--- config.mk ---
export PLATFORM = sky130hd
export DESIGN_NAME = rf_wb_ctrl
export DESIGN_NICKNAME = d
export VERILOG_FILES = /design/src/rtl/rf_wb_pkg.sv /design/src/rtl/rf_wb_fifo.sv /design/src/rtl/rf_wb_ctrl.sv
export SDC_FILE = /design/constraint.sdc
export NUM_CORES = 1
export LEC_CHECK = 0
export ABC_AREA = 1
export ABC_CLOCK_PERIOD_IN_PS = 4300
export CORE_UTILIZATION = 53
export CTS_CLUSTER_DIAMETER = 80
export CTS_CLUSTER_SIZE = 10
export DETAILED_ROUTE_END_ITERATION = 16
export PLACE_DENSITY = 0.84
export SLEW_MARGIN = 30
export SYNTH_ARGS = -nofsm -noshare
export SYNTH_HDL_FRONTEND = slang
export SYNTH_HIERARCHICAL = 1
export SYNTH_SLANG_ARGS = --single-unit
--- constraint.sdc ---
create_clock -name clk -period 4.3 [get_ports clk]
set_input_delay 1.29 -clock clk [delete_from_list [all_inputs] [get_ports clk]]
set_output_delay 1.29 -clock clk [all_outputs]
set_load 0.01 [all_outputs]
--- src/rtl/rf_wb_pkg.sv ---
// Shared widths and the long-latency write-back entry for the register file write controller.
// Latency: n/a (types and constants only).
// Backpressure: n/a.
package rf_wb_pkg;

    localparam int REG_ADDR_W = 5;
    localparam int XLEN       = 32;
    localparam int NUM_REGS   = 32;

    // One pending long-latency result: destination register and value.
    typedef struct packed {
        logic [REG_ADDR_W-1:0] addr;
        logic [XLEN-1:0]       data;
    } wb_entry_t;

endpackage

--- src/rtl/rf_wb_fifo.sv ---
// Skid FIFO holding long-latency results until the register file write port is free.
// Latency: a push is visible at the head one cycle later; head output is read combinationally.
// Backpressure: o_full blocks pushes; pushes while full and pops while empty are ignored.
module rf_wb_fifo
    import rf_wb_pkg::*;
#(
    parameter int DEPTH = 2
) (
    input  logic      i_clk,
    input  logic      i_rst,
    input  logic      i_push,
    input  wb_entry_t i_push_dat,
    input  logic      i_pop,
    output wb_entry_t o_head_dat,
    output logic      o_full,
    output logic      o_empty
);

    localparam int AW = $clog2(DEPTH);
    localparam logic [AW:0] PTR_ONE = (AW+1)'(1);

    wb_entry_t   r_mem [DEPTH];
    logic [AW:0] r_wr_ptr;
    logic [AW:0] r_rd_ptr;
    logic        w_do_push;
    logic        w_do_pop;

    // The extra pointer MSB separates full (MSBs differ) from empty (pointers equal).
    assign o_empty   = (r_wr_ptr == r_rd_ptr);
    assign o_full    = (r_wr_ptr[AW] != r_rd_ptr[AW]) && (r_wr_ptr[AW-1:0] == r_rd_ptr[AW-1:0]);
    assign w_do_push = i_push && !o_full;
    assign w_do_pop  = i_pop && !o_empty;
    assign o_head_dat = r_mem[r_rd_ptr[AW-1:0]];

    // Advance read/write pointers; reset empties the FIFO.
    always_ff @(posedge i_clk) begin
        if (i_rst) begin
            r_wr_ptr <= '0;
            r_rd_ptr <= '0;
        end else begin
            if (w_do_push) r_wr_ptr <= r_wr_ptr + PTR_ONE;
            if (w_do_pop)  r_rd_ptr <= r_rd_ptr + PTR_ONE;
        end
    end

    // Storage is not reset; entries are only observed between valid pointers.
    always_ff @(posedge i_clk) begin
        if (w_do_push && !i_rst) r_mem[r_wr_ptr[AW-1:0]] <= i_push_dat;
    end

endmodule

--- src/rtl/rf_wb_ctrl.sv ---
// Register-file write-port controller: ALU pass-through, long-latency skid FIFO, busy scoreboard, decode stall.
// Latency: ALU write is combinational; a long result pushed in cycle N can be written in N+1 at the earliest.
// Backpressure: ALU always wins the port; long unit sees long_ready_o=!full; decode sees stall_o on hazard/cap/starve.
module rf_wb_ctrl
    import rf_wb_pkg::*;
#(
    parameter int FIFO_DEPTH      = 2,
    parameter int MAX_OUTSTANDING = 4,
    parameter int STARVE_LIMIT    = 8
) (
    input  logic                  clk,
    input  logic                  rst,
    input  logic                  issue_valid_i,
    input  logic                  issue_long_i,
    input  logic [REG_ADDR_W-1:0] issue_rs1_i,
    input  logic [REG_ADDR_W-1:0] issue_rs2_i,
    input  logic [REG_ADDR_W-1:0] issue_rd_i,
    output logic                  stall_o,
    input  logic                  alu_wr_en_i,
    input  logic [REG_ADDR_W-1:0] alu_rd_addr_i,
    input  logic [XLEN-1:0]       alu_rd_data_i,
    input  logic                  long_valid_i,
    output logic                  long_ready_o,
    input  logic [REG_ADDR_W-1:0] long_rd_addr_i,
    input  logic [XLEN-1:0]       long_rd_data_i,
    output logic                  wr_en_o,
    output logic [REG_ADDR_W-1:0] wr_addr_o,
    output logic [XLEN-1:0]       wr_data_o
);

    localparam int CNT_W = $clog2(MAX_OUTSTANDING + 1);
    localparam int STV_W = $clog2(STARVE_LIMIT + 1);
    localparam logic [CNT_W-1:0] CNT_MAX = CNT_W'(MAX_OUTSTANDING);
    localparam logic [CNT_W-1:0] CNT_ONE = CNT_W'(1);
    localparam logic [STV_W-1:0] STV_MAX = STV_W'(STARVE_LIMIT);
    localparam logic [STV_W-1:0] STV_ONE = STV_W'(1);

    // Bit 0 exists only to make indexing by register number direct; it is never set.
    logic [NUM_REGS-1:0] r_busy;
    logic [CNT_W-1:0]    r_outstanding;
    logic [STV_W-1:0]    r_starve;

    wb_entry_t           w_head;
    wb_entry_t           w_push_dat;
    logic                w_full;
    logic                w_empty;
    logic                w_push;
    logic                w_pop;
    logic                w_hazard;
    logic                w_cap;
    logic                w_starve;
    logic                w_stall;
    logic                w_set;
    logic                w_clr;
    logic [NUM_REGS-1:0] w_set_mask;
    logic [NUM_REGS-1:0] w_clr_mask;

    assign w_push_dat.addr = long_rd_addr_i;
    assign w_push_dat.data = long_rd_data_i;
    assign w_push          = long_valid_i && !w_full && !rst;
    assign long_ready_o    = !w_full;

    rf_wb_fifo #(
        .DEPTH      (FIFO_DEPTH)
    ) u_fifo (
        .i_clk      (clk),
        .i_rst      (rst),
        .i_push     (w_push),
        .i_push_dat (w_push_dat),
        .i_pop      (w_pop),
        .o_head_dat (w_head),
        .o_full     (w_full),
        .o_empty    (w_empty)
    );

    // Write-port arbitration: ALU first, then FIFO head (popped when it gets the port).
    always_comb begin
        wr_en_o   = 1'b0;
        wr_addr_o = '0;
        wr_data_o = '0;
        w_pop     = 1'b0;
        if (!rst) begin
            if (alu_wr_en_i) begin
                wr_en_o   = 1'b1;
                wr_addr_o = alu_rd_addr_i;
                wr_data_o = alu_rd_data_i;
            end else if (!w_empty) begin
                w_pop     = 1'b1;
                wr_en_o   = (w_head.addr != '0);
                wr_addr_o = w_head.addr;
                wr_data_o = w_head.data;
            end
        end
    end

    // Decode stall and scoreboard set/clear requests; hazards use registered busy bits only.
    always_comb begin
        w_hazard   = r_busy[issue_rs1_i] | r_busy[issue_rs2_i] | r_busy[issue_rd_i];
        w_cap      = issue_long_i && (r_outstanding == CNT_MAX);
        w_starve   = (r_starve >= STV_MAX);
        w_stall    = !rst && (w_hazard || w_cap || w_starve);
        w_set      = issue_valid_i && issue_long_i && !w_stall && (issue_rd_i != '0);
        w_clr      = w_pop && r_busy[w_head.addr];
        w_set_mask = '0;
        w_clr_mask = '0;
        if (w_set) w_set_mask[issue_rd_i]  = 1'b1;
        if (w_clr) w_clr_mask[w_head.addr] = 1'b1;
    end

    assign stall_o = w_stall;

    // Busy bits and outstanding count; a same-cycle set and clear leave the count unchanged.
    always_ff @(posedge clk) begin
        if (rst) begin
            r_busy        <= '0;
            r_outstanding <= '0;
        end else begin
            r_busy <= (r_busy & ~w_clr_mask) | w_set_mask;
            if (w_set && !w_clr) begin
                r_outstanding <= r_outstanding + CNT_ONE;
            end else if (!w_set && w_clr) begin
                r_outstanding <= r_outstanding - CNT_ONE;
            end
        end
    end

    // Count consecutive cycles the FIFO head is locked out by the ALU, saturating at the limit.
    always_ff @(posedge clk) begin
        if (rst) begin
            r_starve <= '0;
        end else if (!w_empty && alu_wr_en_i) begin
            if (r_starve != STV_MAX) r_starve <= r_starve + STV_ONE;
        end else begin
            r_starve <= '0;
        end
    end

endmodule

==> flow_summary_export.csv <==
group,metric,value,unit
run_status,outcome,"finished clean",
yosys,syn-num-nets,951,
min_path,holdPathStages,2,
place,dp_cells,1163,
yosys,seq_area_frac_synth,0.442,
drt,drc,0,
global_routing,overflow,0,
yosys,yosys_warnings,6,
drt,wl_per_cell,18.8,um
critical_path,path_max_fanout,19,
pwr,power.density,344,nW/um2
timing,hold_viol,0,
yosys,synth-seq-cells,118,
critical_path,startpoint,"rst",
floorplan,die-width,117,um
global_routing,grt_pass1_wl,35000,um
pwr,power_frac_seq,0.384,
floorplan,initial_core_util,0.549,
final_layout,final_nets,1116,
global_routing,grt_pass1_vias,6490,
pwr,p_sw,0.767,mW
drt,dr.max_layer_used,"met4",
min_path,hold_path.class,"reg2reg",
pwr,comb_power_share,0.128,
final_layout,drive_gt1_frac,0.161,
floorplan,rows,41,
place,post-place-ws,-494,ps
timing,clock.fmax,233,MHz
clock_tree,clk_transition_reported_paths,60,ps
timing,slew_headroom,0.628,
drt,via_count,6937,
timing,post-route-period-util,0.999,
yosys,async_reset_ff_frac,0,
pwr,clkPwrFrac,0.488,
pwr,swShare,0.238,
floorplan,num_io_pins,135,
floorplan,die_area,13700,um2
timing,drv_slew,0,
pwr,intPower,2.45,mW
timing,final.setup.worst_slack,6.11,ps
timing,grt_setup_unrepaired,"true",
global_routing,track_usage,0.349,
pwr,p_leak,3.74,nW
critical_path,cp_data_arrival_time,3000,ps
timing,finalSetupViolCount,0,
critical_path,path_class,"in2out",
timing,skew,10.6,ps
place,dp_hpwl,15300,um
drt,wl,22600,um
yosys,syn_inst,852,
final_layout,nFillCells,935,
clock_tree,numCtsBuffers,17,
global_routing,antenna_found_initial,0,
critical_path,worstSetupEndpointType,"primary output",
clock_tree,ctsRootBufferMaster,"clkbuf_16",
drt,dr.first_iter.drc_count,832,
job,drv_cap,0,
clock_tree,cts_tree,"built",
global_routing,grt_max_degree,38,
final_layout,antennaDiodeCount,0,
timing,worst_pin_slew,557,ps
yosys,synthFlopType,"edfxtp_1",
critical_path,critPathLaunchType,"input pin",
yosys,synth_edf_count,74,
place,gp_congestion,0.975,
pwr,power.total,3.22,mW
critical_path,critical_path_required,3010,ps
timing,fin_setup_tns,0,ps
clock_tree,clkLatencyLatePin,430,ps
floorplan,core,12800,um2
clock_tree,cts_buffer_depth,2,
pwr,vdd_drop_max,0.404,mV
final_layout,final_cells,1202,
yosys,syn_area,7010,um2
place,port_buffers,134,
timing,period_needed,4290,ps
drt,dr.pass1.iters,5,
yosys,synth.avg_cell_area,8.23,um2
drt,route.met2.wl,10700,um
drt,drt-met1-wl,8650,um
yosys,ys_types,37,
drt,antenna_left,0,
critical_path,rr_worst_depth,17,
drt,dr_wl_met3,2340,um
floorplan,die_h,117,um
min_path,hp-start,"r_outstanding[2]",
final_layout,area_growth,33.7,%
clock_tree,htreeDepth,4,
drt,avgViaCountPerCell,5.77,
clock_tree,clock-sinks,118,
-- synth_stat cells (7+ instances only) --
library cell | number | share of area
nand2_1 | 208 | 0.11
nand3_1 | 113 | 0.081
nor2_1 | 86 | 0.046
inv_1 | 76 | 0.041
edfxtp_1 | 74 | 0.32
dfxtp_1 | 44 | 0.13
a21oi_1 | 42 | 0.030
a22o_1 | 32 | 0.040
mux2_4 | 30 | 0.064
o21ai_0 | 24 | 0.017
nor3_1 | 17 | 0.012
inv_2 | 10 | 0.0054
o21ai_1 | 10 | 0.0071
buf_2 | 9 | 0.0064
clkbuf_1 | 9 | 0.0048
a22oi_1 | 8 | 0.0086
buf_6 | 8 | 0.013
buf_4 | 7 | 0.0075
mux2_2 | 7 | 0.011
nand2_2 | 7 | 0.0062
-- cell usage in the layout, fill, tap and decap left out, types with 30 or more instances in the layout --
cell type / n
buf_4: 39
nand2_1: 208
edfxtp_1: 74
nand3_1: 113
a21oi_1: 41
dfxtp_1: 43
nor2_1: 81
a22o_1: 32
mux2_4: 30
inv_1: 75
clkdlybuf4s50_1: 92
-- final timing paths --
check        slack, ps                to
max                  6     wr_data_o[10]
min                480  r_outstanding[2]
min reg2reg        480  r_outstanding[2]
max reg2reg        810  r_outstanding[2]
-- kinds of logic (layout without fill, tap and decap cells) --
kind of cell | count (synthesis) | after routing | synth area share
AO/OA/AOI/OAI | 121 | 121 | 0.108
XOR/XNOR | 2 | 2 | 0.00250
adder cells (fa/ha/maj) | 4 | 4 | 0.00821
buffers and inverters | 126 | 304 | 0.0931
flip-flops | 118 | 118 | 0.442
multiplexers | 37 | 37 | 0.0755
AND/OR/NAND/NOR | 444 | 444 | 0.270
-- timing repair --
action | CTS | global route
pin swaps | 0 | 2
hold buffers | 0 | 0
endpoints found under the hold margin | 0 | 0
buffers inserted | 2 | 2
resized for setup | 50 | 31
endpoints found under the setup margin | 38 | 4
cloned | 2 | 1
-- flip-flops by register name, summed over array words and instances, names as in the netlist, named ones only --
signal	flops
u_fifo/r_mem	74
r_busy	32
r_starve	4
r_outstanding	3
u_fifo/r_rd_ptr	2
u_fifo/r_wr_ptr	2
-- layout make-up --
type                            instances  area, um2  area share
Multi-Input combinational cell        608       3310       0.353
Sequential cell                       118       3100       0.331
Tap cell                              172        215      0.0229
Clock buffer                           17        425      0.0454
Inverter                               87        333      0.0355
Timing Repair Buffer                  185       1770       0.188
Clock inverter                         15        225      0.0240
-- power groups by stage --
stage          Sequential [mW]  Clock, mW  Combinational [mW]
3_3_place_gp              1.26          0               0.391
6_report                  1.24       1.57               0.411
2_1_floorplan             1.26          0               0.201
4_1_cts                   1.24       1.58               0.398
3_5_place_dp              1.26          0               0.401
5_1_grt                   1.24       1.63               0.438
-- per-layer routing --
metal,vias up,GRT usage
met2,446,0.570
met5,-,0
li1,3208,-
met3,89,0.0927
met4,0,0.157
met1,3194,0.436
-- critical path, stage by stage --
cell,delay [ps]
clkdlybuf4s50_1,430
or2_2,350
nor2_4,190
buf_4,160
buf_12,140
a22o_1,150
dlygate4sd2_1,290
-- per-stage QoR --
stage,hold slack (ps),utilization,instance area [um2]
4_1_cts,477,0.730,9330
6_report,478,0.734,9380
2_1_floorplan,443,-,7010
3_5_place_dp,471,0.677,8650
5_1_grt,507,0.734,9380
3_3_place_gp,463,0.677,8650
No activity file was read; power rests on OpenSTA's default activity.
